$ cat src/rtl/mux2_sel_pkg.sv
// Shared types and constants for the 2:1 mux select controller.
// Optional feature macro: MUX_SEL_BLANK_EN (one-cycle blanking on select change).
package mux2_sel_pkg;

  localparam int CNT_W = 8;

  localparam logic SEL_A = 1'b0;
  localparam logic SEL_B = 1'b1;

  typedef enum logic [1:0] {
    IDLE,
    GNT_A,
    GNT_B,
    BLANK
  } state_t;

endpackage

$ cat src/rtl/mux2_sel_ctrl_dwell_counter.sv
// Saturating dwell counter for the mux select controller.
// Flags the last cycle of a grant period (count == limit-1).
module dwell_counter
  import mux2_sel_pkg::*;
(
  input  logic             clk,
  input  logic             rst,
  input  logic             clr,
  input  logic             en,
  input  logic [CNT_W-1:0] limit,
  output logic [CNT_W-1:0] count,
  output logic             last
);

  localparam logic [CNT_W-1:0] MAX = '1;

  // Count grant cycles; clear on grant entry, hold at the top value.
  always_ff @(posedge clk or posedge rst) begin
    if (rst) begin
      count <= '0;
    end else if (clr) begin
      count <= '0;
    end else if (en && count != MAX) begin
      count <= count + 1'b1;
    end
  end

  assign last = (count == limit - 1'b1);

endmodule

$ cat src/rtl/mux2_sel_ctrl.sv
// Round-robin select controller for the 2:1 gate-level mux.
// Define MUX_SEL_BLANK_EN to insert a 1-cycle BLANK on every select change.
module mux2_sel_ctrl
  import mux2_sel_pkg::*;
#(
  parameter int DWELL = 4
) (
  input  logic clk,
  input  logic rst,
  input  logic req_a,
  input  logic req_b,
  output logic s,
  output logic valid,
  output logic gnt_a,
  output logic gnt_b
);

  localparam logic [CNT_W-1:0] LIMIT = CNT_W'(DWELL);

  state_t           state;
  state_t           state_nx;
  logic             s_nx;
  logic             valid_nx;
  logic             last_ch;
  logic             last_nx;
  logic             cnt_clr;
  logic             cnt_en;
  logic [CNT_W-1:0] cnt;
  logic             cnt_last;
  logic             dwell_end;
  logic             want;
  logic             tgt;
  logic             go_idle;

  assign cnt_en    = (state == GNT_A) || (state == GNT_B);
  assign dwell_end = cnt_last || (cnt > LIMIT - 1'b1);

  dwell_counter u_cnt (
    .clk   (clk),
    .rst   (rst),
    .clr   (cnt_clr),
    .en    (cnt_en),
    .limit (LIMIT),
    .count (cnt),
    .last  (cnt_last)
  );

  // Registered state, select, valid and round-robin history.
  always_ff @(posedge clk or posedge rst) begin
    if (rst) begin
      state   <= IDLE;
      s       <= SEL_A;
      valid   <= 1'b0;
      last_ch <= SEL_B;
    end else begin
      state   <= state_nx;
      s       <= s_nx;
      valid   <= valid_nx;
      last_ch <= last_nx;
    end
  end

  // Pick the next owner, then decide how the select reaches it.
  always_comb begin
    state_nx = state;
    s_nx     = s;
    valid_nx = valid;
    last_nx  = last_ch;
    cnt_clr  = 1'b0;
    want     = 1'b0;
    tgt      = SEL_A;
    go_idle  = 1'b0;

    unique case (state)
      IDLE: begin
        if (req_a && req_b) begin
          want = 1'b1;
          tgt  = ~last_ch;
        end else if (req_a) begin
          want = 1'b1;
          tgt  = SEL_A;
        end else if (req_b) begin
          want = 1'b1;
          tgt  = SEL_B;
        end
      end
      GNT_A: begin
        if (!req_a || dwell_end) begin
          if (req_b) begin
            want = 1'b1;
            tgt  = SEL_B;
          end else if (req_a) begin
            want = 1'b1;
            tgt  = SEL_A;
          end else begin
            go_idle = 1'b1;
          end
        end
      end
      GNT_B: begin
        if (!req_b || dwell_end) begin
          if (req_a) begin
            want = 1'b1;
            tgt  = SEL_A;
          end else if (req_b) begin
            want = 1'b1;
            tgt  = SEL_B;
          end else begin
            go_idle = 1'b1;
          end
        end
      end
      BLANK: begin
        // select already carries the chosen channel
        want = 1'b1;
        tgt  = s;
      end
    endcase

    if (go_idle) begin
      state_nx = IDLE;
      valid_nx = 1'b0;
      cnt_clr  = 1'b1;
    end else if (want) begin
`ifdef MUX_SEL_BLANK_EN
      if (state != BLANK && tgt != s) begin
        state_nx = BLANK;
        s_nx     = tgt;
        valid_nx = 1'b0;
        cnt_clr  = 1'b1;
      end else begin
        state_nx = tgt ? GNT_B : GNT_A;
        s_nx     = tgt;
        valid_nx = 1'b1;
        last_nx  = tgt;
        cnt_clr  = 1'b1;
      end
`else
      state_nx = tgt ? GNT_B : GNT_A;
      s_nx     = tgt;
      valid_nx = 1'b1;
      last_nx  = tgt;
      cnt_clr  = 1'b1;
`endif
    end
  end

  assign gnt_a = valid & ~s;
  assign gnt_b = valid & s;

endmodule

$ cat config.mk
export PLATFORM = sky130hd
export DESIGN_NAME = mux2_sel_ctrl
export DESIGN_NICKNAME = d
export VERILOG_FILES = /design/src/rtl/mux2_sel_pkg.sv /design/src/rtl/mux2_sel_ctrl_dwell_counter.sv /design/src/rtl/mux2_sel_ctrl.sv
export SDC_FILE = /design/constraint.sdc
export NUM_CORES = 1
export LEC_CHECK = 0
export BUFFER_PORTS_ARGS = -buffer_cell sky130_fd_sc_hd__buf_4
export CAP_MARGIN = 20
export CORE_UTILIZATION = 45
export DETAILED_ROUTE_END_ITERATION = 16
export PLACE_DENSITY = 0.73
export SLEW_MARGIN = 30
export SYNTH_ARGS = -nofsm -noshare
export SYNTH_HDL_FRONTEND = slang
export SYNTH_SLANG_ARGS = --single-unit
$ cat constraint.sdc
create_clock -name clk -period 2.14 [get_ports clk]
set_clock_uncertainty 0.05 [all_clocks]
set_input_delay 0.107 -clock clk [delete_from_list [all_inputs] [get_ports clk]]
set_output_delay 0.107 -clock clk [all_outputs]
set_load 0.01 [all_outputs]
# After elaboration in Yosys (flattened, before gate mapping)
# Cells that the tools add are included.
[totals]
wordCells = 58
output_inout_bits = 4
regBits = 13
input_bits = 4
[op_classes]
eq_ne = 5
n_lt_le_gt_ge = 1
n_addsub = 1
reduce_logical = 12
n_bitwise = 5
n_mux = 29
[ops]
columns = ["operator", "n"]
rows = [
  ["2-to-1 mux 1 bit", 21],
  ["2-to-1 mux 8 bit", 2],
  ["adder 8 x 1 -> 8 bit (second input constant)", 1],
  ["equality test 8 x 2 -> 1 bit (second input constant)", 1],
  ["> comparator 8 x 2 -> 1 bit (second input constant)", 1],
  ["inequality test 8 bit (second input constant)", 1],
  ["one-hot mux 1 bit (4 select lines)", 2],
  ["2-to-1 mux 2 bit", 3],
  ["equality test 2 bit (second input constant)", 2],
  ["logical OR 1 bit", 4],
  ["nonzero test 2 bit", 2],
  ["NOT 1 bit", 3],
  ["bitwise AND 1 bit", 2],
  ["equality test 2 x 1 -> 1 bit (second input constant)", 1],
  ["logical AND 1 bit", 2],
  ["zero test 1 bit", 2],
  ["zero test 2 bit", 1],
  ["one-hot mux 1 bit (2 select lines)", 1],
  ["AND reduction 2 bit", 1],
]

# Logic depth before layout (Yosys ltp)
[depth]
depth_word = 8
mapped_depth = 8
depth_no_buf = 7

# Cells and area by module
# Synthesis repeated with hierarchy kept, for this count alone.
[hier_totals]
hier_cells = 133
area_unflattened_um2 = 1122.3
[modules_own_cells]
columns = ["mod", "instances", "seq_area_each_um2", "area_per_inst_um2", "cells_per_inst"]
rows = [
  ["dwell_counter", 1, 200.2, 674.4, 82],
  ["mux2_sel_ctrl", 1, 126.4, 447.9, 51],
]

# Worst setup path after synthesis
# OpenSTA, ideal clock, no wires.
[synth_path]
path_kind = "reg-to-reg"
startpoint = "register state[0]"
endpoint = "register last_ch"
setup_ns = 0.082
required_ns = 2.008
slack_ns = 0.373
arrival_time_ns = 1.635
period_less_slack_ns = 1.767
path_buffers = 1
path_stages_with_launch = 9
path_cell_list = "dfrtp_1 -> inv_1 -> ha_1 -> buf_2 -> nor2_1 -> o21ai_1 -> nand2_4 -> nor2_2 -> mux2_4"
[synth_between]
elab_chain_cells = 4
word_cells_on_any_way = 9
cone_classes = "eq/ne (3); mux (3); bitwise (1); reduce/logical (2)"
[synth_rtl]
columns = ["item", "line", "text"]
rows = [
  ["start, declared", "mux2_sel_ctrl.sv:20", "state_t state;"],
  ["start signal, assigned", "mux2_sel_ctrl.sv:56", "state <= state_nx;"],
  ["equality test 2 bit / equality test 2 x 1 -> 1 bit (equally long branches)", "mux2_sel_ctrl.sv:74", "unique case (state)"],
  ["one-hot mux 1 bit (2 select lines)", "mux2_sel_ctrl.sv:74", ""],
  ["NOT 1 bit (no source line)", "n/a", ""],
  ["AND reduction 2 bit (no source line)", "n/a", ""],
  ["end signal, assigned", "mux2_sel_ctrl.sv:59", "last_ch <= last_nx;"],
  ["end, declared", "mux2_sel_ctrl.sv:24", "logic last_ch;"],
]
# Parallel ways exist; a longest one is shown, timed or not.
# A chain may end at the register's enable or synchronous reset.

# Worst setup path after layout
# Same ends and word-level chain as after synthesis.

==> run metrics <==
DP Worst Slack=242.8 ps; crit path kind=reg2reg; Final setup viols=0; Register-to-Register Setup Slack=220 ps; yosys synthesis warning count=0; Layout Cells excl Fill=129; DR vias=677; routability cong.=0.8600; CP Launch Type=register; drt total wl=1.642 mm; setup TNS=0 ps; max frequency=519.7 MHz; leak pwr=0.0004392 uW; CTS buffer count=3; # resized after CTS=0; Worst setup EP type=register; pin count of the biggest net entering global routing=14; Initial DRC Count=15; origin of the critical flop-to-flop path=state[0]; Yosys reg bits=13; Worst Path Buf+Inv=1; Mapped Cells=93; CTS tree=done; Final nets=114; Layout Utilization=0.5551; Crit-path slowest cell=ha_1; reg-to-reg endpoint=last_ch; initial antenna violation count=0; Hold Buf Count CTS=1; core area=1783 um2; P&R area growth vs syn=13.16%; synth unique cells=35; Hold Path Cell Cnt=4; Worst-Skew Late Latency=280 ps; Final Max Tran Viols=0; placed insts=124; post-synthesis sequential area ratio=0.3734; initial core utilization=0.4905; Slew headroom=0.6676; area of the die=2124 um2; Max Cap Violations=0; CTS sink cnt=13; Avg Inst Size Synth=roughly 9.4 um2; Final Hold Fails=0; Final Cycle Share=0.8992; Die Ht=46.09 um; fillers=around 150; Clk pin slew, worst setup/hold paths=80 ps; Slew @ Worst Pin=498.0 ps; H-tree Lvls=1; required time worst endpoint=2300 ps; status=finished clean; synthesized area=slightly below 900 um2; Final ANT Viol Nets=0; number of global-route vias before repair=607; gr usage total=0.1774; gr ovfl total=0; ordered cell list for the critical path=inv_1 -> ha_1 -> nor2_1 -> o21ai_1 -> nand2_4 -> nor2_2 -> mux2_4; DRC=0; crit-path max FO=7; clk buf depth=2; PnR worst setup slack=215.7 ps; Post-DP HPWL=1.256 mm; RSZ-0062 raised after global routing=false; # Post-CTS Setup Buffers=0; PortBufs=7; DR WL/cell=~13 um; ratio of cells with drive above 1 in the final layout=0.2308; Die Wd=46.09 um; slowest stage delay, CP=430 ps; global-route wire length before repair=2.580 mm; Post-Syn Nets=~100; Site Rows=15; DR vias/cell=about 5.2; Root Buffer=clkbuf_4; drt pass-1 iters=4; I/O Pins=8; min-delay worst type=in2reg; worst hold endpoint=s; PwrDens=about 1300 nW/um2; delay-heaviest family, CP=adder cells; Tmin final=1924 ps; # diodes=0; min-delay src=req_b; CP Data Arrival Time=2080 ps; IR drop worst, VDD=677.6 uV; worst reg2reg path depth=7
## stage by stage
stage	hold WS (ps)	cell area (um2)	power, uW
5_1_grt	199.6	989.7	1405
2_1_floorplan	-66.76	874.6	980.5
3_5_place_dp	116.6	953.4	1144
6_report	201.9	989.7	1296
4_1_cts	200.9	989.7	1301
3_3_place_gp	107.5	953.4	1110
## cell usage in the layout, fill, tap and decap left out, types with 2 or more instances in the layout
| cell | synthesis | final |
|---|---|---|
| buf_4 | 0 | 7 |
| nor2_1 | 16 | 16 |
| nand2b_1 | 2 | 2 |
| a21oi_1 | 6 | 6 |
| clkbuf_4 | 0 | 3 |
| ha_1 | 5 | 5 |
| xnor2_1 | 5 | 5 |
| nand2_1 | 6 | 6 |
| o21ai_1 | 3 | 3 |
| nand2_4 | 2 | 2 |
| dfrtp_1 | 12 | 12 |
| nor3_2 | 2 | 2 |
| nand3_1 | 4 | 4 |
| inv_1 | 7 | 7 |
## cell type report
cell class                 count  area, um2  area share
clock buffer                   4      26.28     0.02655
inverter                       7      26.28     0.02655
sequential                    13      326.6      0.3300
multi-input combinational     72      516.7      0.5221
tap                           25      31.28     0.03161
timing repair buffer           8      62.56     0.06321
## Yosys cell counts (all sizes together)
cell type | n | area share
o211ai | 1 | 0.0086
nor2 | 17 | 0.076
mux2i | 1 | 0.011
o21ai | 3 | 0.017
nand3 | 5 | 0.034
nand2 | 9 | 0.059
xor2 | 1 | 0.010
a21oi | 6 | 0.034
o31ai | 2 | 0.033
o211a | 1 | 0.011
and2 | 1 | 0.0072
buf | 1 | 0.0057
xnor2 | 5 | 0.050
dfrtp | 12 | 0.34
nor3 | 3 | 0.029
o221ai | 1 | 0.017
o22ai | 1 | 0.0072
inv | 7 | 0.030
mux2 | 2 | 0.030
nor2b | 1 | 0.0072
dfstp | 1 | 0.030
nand4 | 1 | 0.014
nor4 | 2 | 0.031
o31a | 1 | 0.010
and3 | 1 | 0.0072
ha | 5 | 0.072
nand2b | 2 | 0.014
## power breakdown
part	internal, uW	switching (uW)	total (uW)	leakage [uW]
clock	72.4	77.6	150	0.0000150
sequential	303	48.2	351	0.000167
combinational	313	482	795	0.000257
total	688	608	1300	0.000439
## cells by family after synthesis
kind of cell               Yosys count  synth area share
and+or+nand+nor                     42            0.2790
AOI/OAI and AO/OA                   16            0.1388
DFF                                 13            0.3734
buffers and inverters                8           0.03577
xor gates and xnor gates             6           0.06009
adders and majority gates            5           0.07153
muxes                                3           0.04148
## state kept, by name (all words and copies together), names as in the netlist
| signal | count |
|---|---|
| last_ch | 1 |
| state | 2 |
| s | 1 |
| u_cnt.count | 8 |
| valid | 1 |
## worst reg2reg max path, stage by stage (launching register included)
cell and delay (ps):
dfrtp_1 400, inv_1 80, ha_1 430, nor2_1 80
o21ai_1 270, nand2_4 130, nor2_2 120, mux2_4 300
## per-layer routing
| layer | GRT usage | wire length, um |
|---|---|---|
| met5 | 0 | 0 |
| met3 | 0.07059 | 84 |
| met4 | 0.05294 | 16 |
| met1 | 0.2150 | 750 |
| met2 | 0.2873 | 791 |
## worst max-delay path by stage
stage | slack [ps] | start | cells past startpoint | end
after floorplan | 370 | state[0] | 8 | last_ch
after global placement | 310 | state[0] | 7 | last_ch
after detailed placement | 240 | state[0] | 7 | last_ch
after CTS | 230 | state[0] | 7 | last_ch
after global routing | 110 | state[0] | 7 | last_ch
final | 220 | state[0] | 7 | last_ch
Note: power is estimated with default switching activity, not from simulation.
